[src/rtl/conv_mac_accum_if.sv]
// Handshake and data bundle between the conv address iterator and the MAC accumulator.
interface conv_mac_accum_if #(
  parameter int DATA_W = 16,
  parameter int ADDR_W = 12
);
  logic                     start;
  logic                     cena;
  logic                     first_data;
  logic                     last_data;
  logic signed [DATA_W-1:0] data_in;
  logic signed [DATA_W-1:0] weight_in;
  logic signed [DATA_W-1:0] bias_in;
  logic                     out_valid;
  logic signed [DATA_W-1:0] out_data;
  logic [ADDR_W-1:0]        out_addr;
  logic                     done;
  logic                     busy;

  modport master (
    output start, cena, first_data, last_data, data_in, weight_in, bias_in,
    input  out_valid, out_data, out_addr, done, busy
  );

  modport slave (
    input  start, cena, first_data, last_data, data_in, weight_in, bias_in,
    output out_valid, out_data, out_addr, done, busy
  );
endinterface

[src/rtl/conv_mac_accum.sv]
// Convolution MAC accumulator: multiplies pixel/weight pairs over one kernel window,
// adds bias, rounds to fixed point, applies optional ReLU, saturates and emits one
// output pixel with a sequential feature-map write address.
module conv_mac_accum #(
  parameter int DATA_W       = 16,
  parameter int FRAC         = 8,
  parameter int ACC_W        = 40,
  parameter int RD_LATENCY   = 1,
  parameter int OUTPUT_BATCH = 5,
  parameter int OUT_PIXELS   = 576,
  parameter int ADDR_W       = 12,
  parameter int RELU_EN      = 1
) (
  input logic             clk,
  input logic             rst,
  conv_mac_accum_if.slave bus
);

  localparam int PW = 2 * DATA_W;
  localparam logic [ADDR_W-1:0] LAST_ADDR = ADDR_W'(OUTPUT_BATCH * OUT_PIXELS - 1);
  localparam logic signed [ACC_W-1:0] RND =
    {{(ACC_W-FRAC){1'b0}}, 1'b1, {(FRAC-1){1'b0}}};
  localparam logic signed [ACC_W-1:0] SAT_MAX =
    {{(ACC_W-DATA_W+1){1'b0}}, {(DATA_W-1){1'b1}}};
  localparam logic signed [ACC_W-1:0] SAT_MIN =
    {{(ACC_W-DATA_W+1){1'b1}}, {(DATA_W-1){1'b0}}};

  // control delay line, aligned with the memory read data at index RD_LATENCY-1
  logic [RD_LATENCY-1:0] dl_v, dl_f, dl_l;
  logic                  a_v, a_f, a_l;

  // S1 product stage
  logic                  p_v, p_f, p_l;
  logic signed [PW-1:0]  p;
  logic signed [ACC_W-1:0] b_ext;
  logic signed [ACC_W-1:0] b_sx;

  // S2 accumulate stage
  logic signed [ACC_W-1:0] acc, acc_next, p_sx, sum;
  logic                    res_v;

  // S3 output stage
  logic signed [ACC_W-1:0] rnd_sum, shr;
  logic signed [DATA_W-1:0] res_q;
  logic [ADDR_W-1:0]        cnt;

  assign a_v  = dl_v[RD_LATENCY-1];
  assign a_f  = dl_f[RD_LATENCY-1];
  assign a_l  = dl_l[RD_LATENCY-1];
  assign b_sx = ACC_W'(bus.bias_in);
  assign p_sx = ACC_W'(p);

  // shift beat controls along so they meet the data coming back from memory
  always_ff @(posedge clk) begin
    if (rst) begin
      dl_v <= '0;
      dl_f <= '0;
      dl_l <= '0;
    end else begin
      dl_v[0] <= ~bus.cena & ~bus.start;
      dl_f[0] <= bus.first_data;
      dl_l[0] <= bus.last_data;
      for (int i = 1; i < RD_LATENCY; i++) begin
        dl_v[i] <= dl_v[i-1];
        dl_f[i] <= dl_f[i-1];
        dl_l[i] <= dl_l[i-1];
      end
      if (bus.start) dl_v <= '0;
    end
  end

  // S1: register the product, and the pre-scaled bias on last beats
  always_ff @(posedge clk) begin
    if (rst) begin
      p_v   <= 1'b0;
      p_f   <= 1'b0;
      p_l   <= 1'b0;
      p     <= '0;
      b_ext <= '0;
    end else begin
      p_v <= a_v & ~bus.start;
      p_f <= a_f;
      p_l <= a_l;
      if (a_v) p <= PW'(bus.data_in) * PW'(bus.weight_in);
      if (a_v && a_l) b_ext <= b_sx <<< FRAC;
    end
  end

  // next accumulator value; a first beat restarts the window from zero
  always_comb begin
    acc_next = (p_f ? '0 : acc) + p_sx;
  end

  // S2: accumulate, and on the last beat fold in the bias
  always_ff @(posedge clk) begin
    if (rst) begin
      acc   <= '0;
      sum   <= '0;
      res_v <= 1'b0;
    end else if (bus.start) begin
      acc   <= '0;
      res_v <= 1'b0;
    end else begin
      res_v <= p_v & p_l;
      if (p_v) begin
        acc <= acc_next;
        if (p_l) sum <= acc_next + b_ext;
      end
    end
  end

  // round half up, optional ReLU, then saturate to the output width
  always_comb begin
    rnd_sum = sum + RND;
    shr     = rnd_sum >>> FRAC;
    res_q   = shr[DATA_W-1:0];
    if (RELU_EN != 0 && shr[ACC_W-1]) begin
      res_q = '0;
    end else if (shr > SAT_MAX) begin
      res_q = {1'b0, {(DATA_W-1){1'b1}}};
    end else if (shr < SAT_MIN) begin
      res_q = {1'b1, {(DATA_W-1){1'b0}}};
    end
  end

  // S3: register the result and its write address, advance the address counter
  always_ff @(posedge clk) begin
    if (rst) begin
      bus.out_valid <= 1'b0;
      bus.out_data  <= '0;
      bus.out_addr  <= '0;
      bus.done      <= 1'b0;
      cnt           <= '0;
    end else if (bus.start) begin
      bus.out_valid <= 1'b0;
      bus.done      <= 1'b0;
      cnt           <= '0;
    end else begin
      bus.out_valid <= res_v;
      bus.done      <= res_v && (cnt == LAST_ADDR);
      if (res_v) begin
        bus.out_data <= res_q;
        bus.out_addr <= cnt;
        cnt          <= (cnt == LAST_ADDR) ? '0 : cnt + ADDR_W'(1);
      end
    end
  end

  // busy while any valid beat or result remains anywhere in the pipeline
  always_comb begin
    bus.busy = (|dl_v) | p_v | res_v | bus.out_valid;
  end

endmodule

[src/flat_wrapper.sv]
// flat-port wrapper written by rule: the top's interface ports become plain ports
module conv_mac_accum_flat 
#(
  parameter int DATA_W       = 16,
  parameter int FRAC         = 8,
  parameter int ACC_W        = 40,
  parameter int RD_LATENCY   = 1,
  parameter int OUTPUT_BATCH = 5,
  parameter int OUT_PIXELS   = 576,
  parameter int ADDR_W       = 12,
  parameter int RELU_EN      = 1
)
  (clk, rst, bus_start, bus_cena, bus_first_data, bus_last_data, bus_data_in, bus_weight_in, bus_bias_in, bus_out_valid, bus_out_data, bus_out_addr, bus_done, bus_busy);
  conv_mac_accum_if #(.DATA_W(DATA_W), .ADDR_W(ADDR_W)) bus_i ();
  input logic clk;
  input logic rst;
  input wire logic [$bits(bus_i.start)-1:0] bus_start;
  input wire logic [$bits(bus_i.cena)-1:0] bus_cena;
  input wire logic [$bits(bus_i.first_data)-1:0] bus_first_data;
  input wire logic [$bits(bus_i.last_data)-1:0] bus_last_data;
  input wire logic [$bits(bus_i.data_in)-1:0] bus_data_in;
  input wire logic [$bits(bus_i.weight_in)-1:0] bus_weight_in;
  input wire logic [$bits(bus_i.bias_in)-1:0] bus_bias_in;
  output wire logic [$bits(bus_i.out_valid)-1:0] bus_out_valid;
  output wire logic [$bits(bus_i.out_data)-1:0] bus_out_data;
  output wire logic [$bits(bus_i.out_addr)-1:0] bus_out_addr;
  output wire logic [$bits(bus_i.done)-1:0] bus_done;
  output wire logic [$bits(bus_i.busy)-1:0] bus_busy;
  assign bus_i.start = bus_start;
  assign bus_i.cena = bus_cena;
  assign bus_i.first_data = bus_first_data;
  assign bus_i.last_data = bus_last_data;
  assign bus_i.data_in = bus_data_in;
  assign bus_i.weight_in = bus_weight_in;
  assign bus_i.bias_in = bus_bias_in;
  assign bus_out_valid = bus_i.out_valid;
  assign bus_out_data = bus_i.out_data;
  assign bus_out_addr = bus_i.out_addr;
  assign bus_done = bus_i.done;
  assign bus_busy = bus_i.busy;
  conv_mac_accum #(.DATA_W(DATA_W), .FRAC(FRAC), .ACC_W(ACC_W), .RD_LATENCY(RD_LATENCY), .OUTPUT_BATCH(OUTPUT_BATCH), .OUT_PIXELS(OUT_PIXELS), .ADDR_W(ADDR_W), .RELU_EN(RELU_EN)) u_core (.clk(clk), .rst(rst), .bus(bus_i));
endmodule
[config.mk]
export PLATFORM = sky130hd
export DESIGN_NAME = conv_mac_accum_flat
export DESIGN_NICKNAME = d
export VERILOG_FILES = /design/src/rtl/conv_mac_accum_if.sv /design/src/rtl/conv_mac_accum.sv /design/src/flat_wrapper.sv
export SDC_FILE = /design/constraint.sdc
export NUM_CORES = 1
export LEC_CHECK = 0
export BUFFER_PORTS_ARGS = -buffer_cell sky130_fd_sc_hd__buf_4
export CORE_MARGIN = 4
export CORE_UTILIZATION = 58
export CTS_BUF_LIST = sky130_fd_sc_hd__clkbuf_16
export CTS_CLUSTER_SIZE = 30
export DETAILED_ROUTE_END_ITERATION = 7
export PLACE_DENSITY = 0.78
export SLEW_MARGIN = 20
export SYNTH_ARGS = -nofsm -noshare
export SYNTH_HDL_FRONTEND = slang
export SYNTH_SLANG_ARGS = --single-unit
[constraint.sdc]
create_clock -name clk -period 5.7 [get_ports clk]
set_clock_uncertainty 0.1 [all_clocks]
set_input_delay 0.285 -clock clk [delete_from_list [all_inputs] [get_ports clk]]
set_output_delay 0.285 -clock clk [all_outputs]
set_load 0.1 [all_outputs]
After elaboration in Yosys (flattened, before gate mapping)
Cells that the tools add are included.

word-level totals
  output and inout bits = 31
  bits in registers = 177
  logic and storage cells = 42

cells by class
  eq/ne operators = 1
  muxes and demuxes = 5
  $add $sub $neg = 4
  reduce and logical (&&, ||, !) cells = 5
  multiply operators = 1
  bitwise operators = 8
  magnitude comparators = 2

operators with widths
  kind                                                                               number
  16-bit two-way mux                                                                 3
  40-bit by 24-bit adder with 40-bit output                                          1
  40-bit adder                                                                       1
  40-bit by 9-bit adder with 40-bit output, second input constant                    1
  40-bit two-way mux                                                                 1
  32-bit by 16-bit greater-than comparator with 1-bit output, second input constant  1
  32-bit by 16-bit < comparator with 1-bit output, second input constant             1
  16-bit by 16-bit multiplier with 32-bit output                                     1
  12-bit by 1-bit adder with 12-bit output, second input constant                    1
  12-bit equality test, second input constant                                        1
  12-bit two-way mux                                                                 1
  1-bit AND                                                                          3
  1-bit OR                                                                           3
  3-bit AND reduction                                                                1
  1-bit logical AND                                                                  2
  1-bit NOT                                                                          2
  2-bit AND reduction                                                                1
  2-bit OR reduction                                                                 1

Longest topological paths before layout
  word-level depth = 5
  depth in mapped cells = 26

Worst setup path after synthesis
Ideal clock, no wire load.

  path kind = input port to flip-flop
  start point = in bus_data_in[6]
  end point = reg u_core.p[29]
  stages = 23
  setup slack = -0.522 ns
  required time = 5.530 ns
  data arrival time = 6.052 ns
  cell sequence = clkbuf_1 > and2_1 > fa_1 > inv_1 > fa_1 > fa_1 > fa_1 > inv_1 > fa_1 > inv_1 > fa_1 > inv_1 > ha_1 > a211oi_1 > nor2_1 > o41ai_2 > o21ai_1 > o2111ai_1 > a31oi_1 > o21ai_1 > a21boi_0 > a211o_1 > a21oi_1

on the way
  longest elaborated chain between the ends = 1

ends and longest elaborated chain
  item                                            line                  source
  from (decl)                                     flat_wrapper.sv:21    input wire logic [$bits(bus_i.data_in)-1:0] bus_data_in;
  16-bit by 16-bit multiplier with 32-bit output  conv_mac_accum.sv:84  if (a_v) p <= PW'(bus.data_in) * PW'(bus.weight_in);
  to (signal assigned)                            conv_mac_accum.sv:84
  to (decl)                                       conv_mac_accum.sv:34  logic signed [PW-1:0] p;

Every way passes these cells.
A chain may end at the register's enable or synchronous reset.

Final worst setup path
  start point = in bus_weight_in[4]
  end point = reg u_core.p[31]

on the way
  longest elaborated chain between the ends = 1

ends and longest elaborated chain
  item                                            line                  source
  from (decl)                                     flat_wrapper.sv:22    input wire logic [$bits(bus_i.weight_in)-1:0] bus_weight_in;
  16-bit by 16-bit multiplier with 32-bit output  conv_mac_accum.sv:84

Every way passes these cells.

==> results_dict.tcl <==
set metrics [dict create \
    outcome "finished with violations" \
    failed_checks "negative setup slack" \
    drc 0 \
    crit_fanout 8 \
    finalHoldViolCount 0 \
    clock_power_share 0.073 \
    layout_setup_ws_ns -0.09039 \
    overflow 0 \
    seqPwrFrac 0.076 \
    fmaxAchievable_mhz 172.7 \
    maxSlewHeadroom 0.3425 \
    dr_total_vias 17190 \
    final.fill_count 2582 \
    cap_violations 0 \
    min_to "u_core.b_ext[15]" \
    syn_inst 2379 \
    clkLatencyLatePin_ns 0.44 \
    yosys_warnings 0 \
    synth_edf_count 0 \
    setup.worst_path.start_class "primary input" \
    cts_max_path_buffers 2 \
    first_pass_iters 7 \
    r2r-end "u_core.sum[39]" \
    cts_tree "yes" \
    synth_nets 2851 \
    intPower_mw 8.862 \
    root_buffer "clkbuf_16" \
    grt_usage 0.2672 \
    combPwrFrac 0.851 \
    drt_iter0_drc 1022 \
    synth-seq-area-share 0.1689 \
    grt_max_degree 58 \
    fin_setup_tns_ns -0.2480 \
    min_from "bus_bias_in[7]" \
    placed_cell_area_mm2 0.02256 \
    tightest_slew_ns 0.9863 \
    hold_class "primary input to register" \
    die_h_um 194.4 \
    numCtsBuffers 17 \
    avgRoutedWirePerCell_um 16.50 \
    gp_congestion 0.9166 \
    drtAntennaViolNets 0 \
    reg2reg_depth 25 \
    final_nets 3076 \
    cp.required_ns 5.94 \
    grt_pass1_vias 17920 \
    maxSlewViolCount 0 \
    core_area_mm2 0.03387 \
    die_area_mm2 0.03778 \
    ys_types 75 \
    rsz0062_at_grt "true" \
    p_sw_mw 7.978 \
    die_w_um 194.4 \
    irDropWorstVdd_mv 2.409 \
    p_leak_nw 11.29 \
    ys_ff_latch 170 \
    port_buffers 84 \
    postLayoutCoreUtil 0.7001 \
    ios 85 \
    synth_ff_type "dfxtp_1" \
    arrival_ns 6.03 \
    swShare 0.4737 \
    antenna_cells 0 \
    syn-mean-instance-area_um2 8.468 \
    grt_first_pass_wirelength_mm 84.79 \
    whs_path_depth 3 \
    power_density_mw_per_mm2 710.2 \
    drive_gt1_frac 0.1628 \
    place_inst 3004 \
    fin_crit_sh 1.016 \
    worstSetupEndpointType "register" \
    r2r-start "u_core.p_f" \
    ff2ff_setup_slack_ns 0.27 \
    grt_antenna_before_repair 0 \
    initial_core_util 0.5948 \
    yosys.area.top_type "fa_1" \
    synth_most_common_cell "inv_1" \
    hpwl_mm 39.85 \
    crit_type "primary input to register" \
    synth_commonest_cells "inv_1 (356), nand2_1 (299), fa_1 (264)" \
    async_flop_share 0 \
    fin_crit_ns 5.790 \
    stdcell_count 3065 \
    clkSinkCount 170 \
    h-tree-depth 4 \
    syn2layout_area_growth_pct 17.69 \
    routed_via_density 5.608 \
    synth_top_area_share 0.2623 \
    rows 67 \
    drt_wl_total_mm 50.57 \
    synth_area_leaders "fa_1 (26%), dfxtp_1 (17%), ha_1 (9.6%)" \
    clk_pin_slew_ns 0.07 \
    final_cell_area_mm2 0.02371 \
    setup_viol 3 \
    syn_area_mm2 0.02015 \
]
cells in the final DEF (no fill, tap or decap), types with 17 or more instances in the layout:
cell and instances:
nor2_1 146, clkbuf_16 17, a211oi_1 17, nor2b_1 53, xor2_1 41, nand2b_1 20, ha_1 144, xnor2_1 72
nand3_1 37, buf_4 264, o21ai_0 49, fa_1 259, a21oi_1 137, and2_1 121, a21oi_2 18, a21o_1 43
nor3_1 25, nand4_1 18, nand2_1 296, mux2i_1 45, dfxtp_1 167, inv_1 347
layout make-up:
type,count,area [µm²],share of cell area
Multi-Input combinational cell,1767,15460,0.6520
Sequential cell,170,3410,0.1438
Timing Repair Buffer,291,2318,0.09778
Inverter,357,1350,0.05694
Tap cell,448,560.5,0.02364
Clock buffer,17,425.4,0.01794
Clock inverter,15,186.4,0.007863
per-layer routing:
layer,global-route usage,vias to the layer above,part of all wire
met5,0,-,0
met4,0.06354,0,0.020
met3,0.04155,93,0.055
met2,0.4755,476,0.51
met1,0.3445,8488,0.42
li1,-,8132,-
critical path, stage by stage:
cell and delay, ns:
buf_12 0.11, buf_6 0.12, and2_4 0.17, fa_1 0.55, inv_2 0.06, fa_2 0.61
clkinvlp_4 0.15, buf_6 0.15, fa_1 0.56, fa_1 0.45, fa_1 0.51, inv_1 0.07
fa_1 0.56, inv_2 0.05, ha_4 0.25, a21o_1 0.19, a21oi_2 0.17, nor2b_1 0.08
nor2_2 0.18, a31oi_2 0.13, o21ai_2 0.19, a21boi_2 0.09, o21ai_1 0.13, nor4b_2 0.20
kinds of logic after synthesis:
group                    after synthesis  synth area share
adder cells (fa/ha/maj)              418            0.3580
flip-flops                           170            0.1689
buffers and inverters                442           0.08316
AND/OR/NAND/NOR                      800            0.1923
AO/OA/AOI/OAI                        387            0.1237
XOR/XNOR                             117           0.05155
multiplexers                          45           0.02236
through the flow:
| stage | power, mW | hold WS (ns) | setup WS, ns |
|---|---|---|---|
| after floorplan | 9.880 | 0.2574 | -0.01333 |
| after CTS | 15.52 | 0.001112 | -0.007786 |
| after global routing | 18.52 | 0.003093 | -0.2138 |
| after global placement | 13.65 | 0.3365 | -0.3727 |
| final | 16.84 | 0.01634 | -0.09039 |
| after detailed placement | 14.14 | 0.3364 | -0.5162 |
power by group through the flow:
stage,registers (mW),logic [mW],clock network [mW]
4_1_cts,1.28,13.0,1.24
3_5_place_dp,1.30,12.8,0
6_report,1.28,14.3,1.23
2_1_floorplan,1.28,8.60,0
3_3_place_gp,1.30,12.3,0
5_1_grt,1.28,16.0,1.28
worst max-delay path by stage:
stage	startpoint	to	slack, ns
global placement	bus_weight_in[6]	u_core.p[29]	-0.37
floorplan	bus_weight_in[6]	u_core.p[31]	-0.01
finish	bus_weight_in[4]	u_core.p[31]	-0.09
CTS	bus_weight_in[4]	u_core.p[31]	-0.008
detailed placement	bus_weight_in[6]	u_core.p[31]	-0.52
global route	bus_weight_in[3]	u_core.p[29]	-0.21
state kept, by name (all words and copies together), names as in the netlist:
name and count:
u_core.a_v 1, u_core.bus.done 1, u_core.p_v 1, u_core.sum 33, u_core.bus.out_valid 1, u_core.p_f 1, u_core.bus.out_addr 12, u_core.a_f 1
u_core.b_ext 16, u_core.acc 40, u_core.a_l 1, u_core.res_v 1, u_core.p 32, u_core.cnt 12, u_core.bus.out_data 16, u_core.p_l 1
what timing repair did:
item                                   CTS  global route
pin swaps                                3            46
hold buffers                            12             0
resized for setup                        3            71
setup buffers                            1            17
endpoints found under the hold margin   12             0
setup endpoints to repair                3            24
Power figures use the tool's default switching activity.
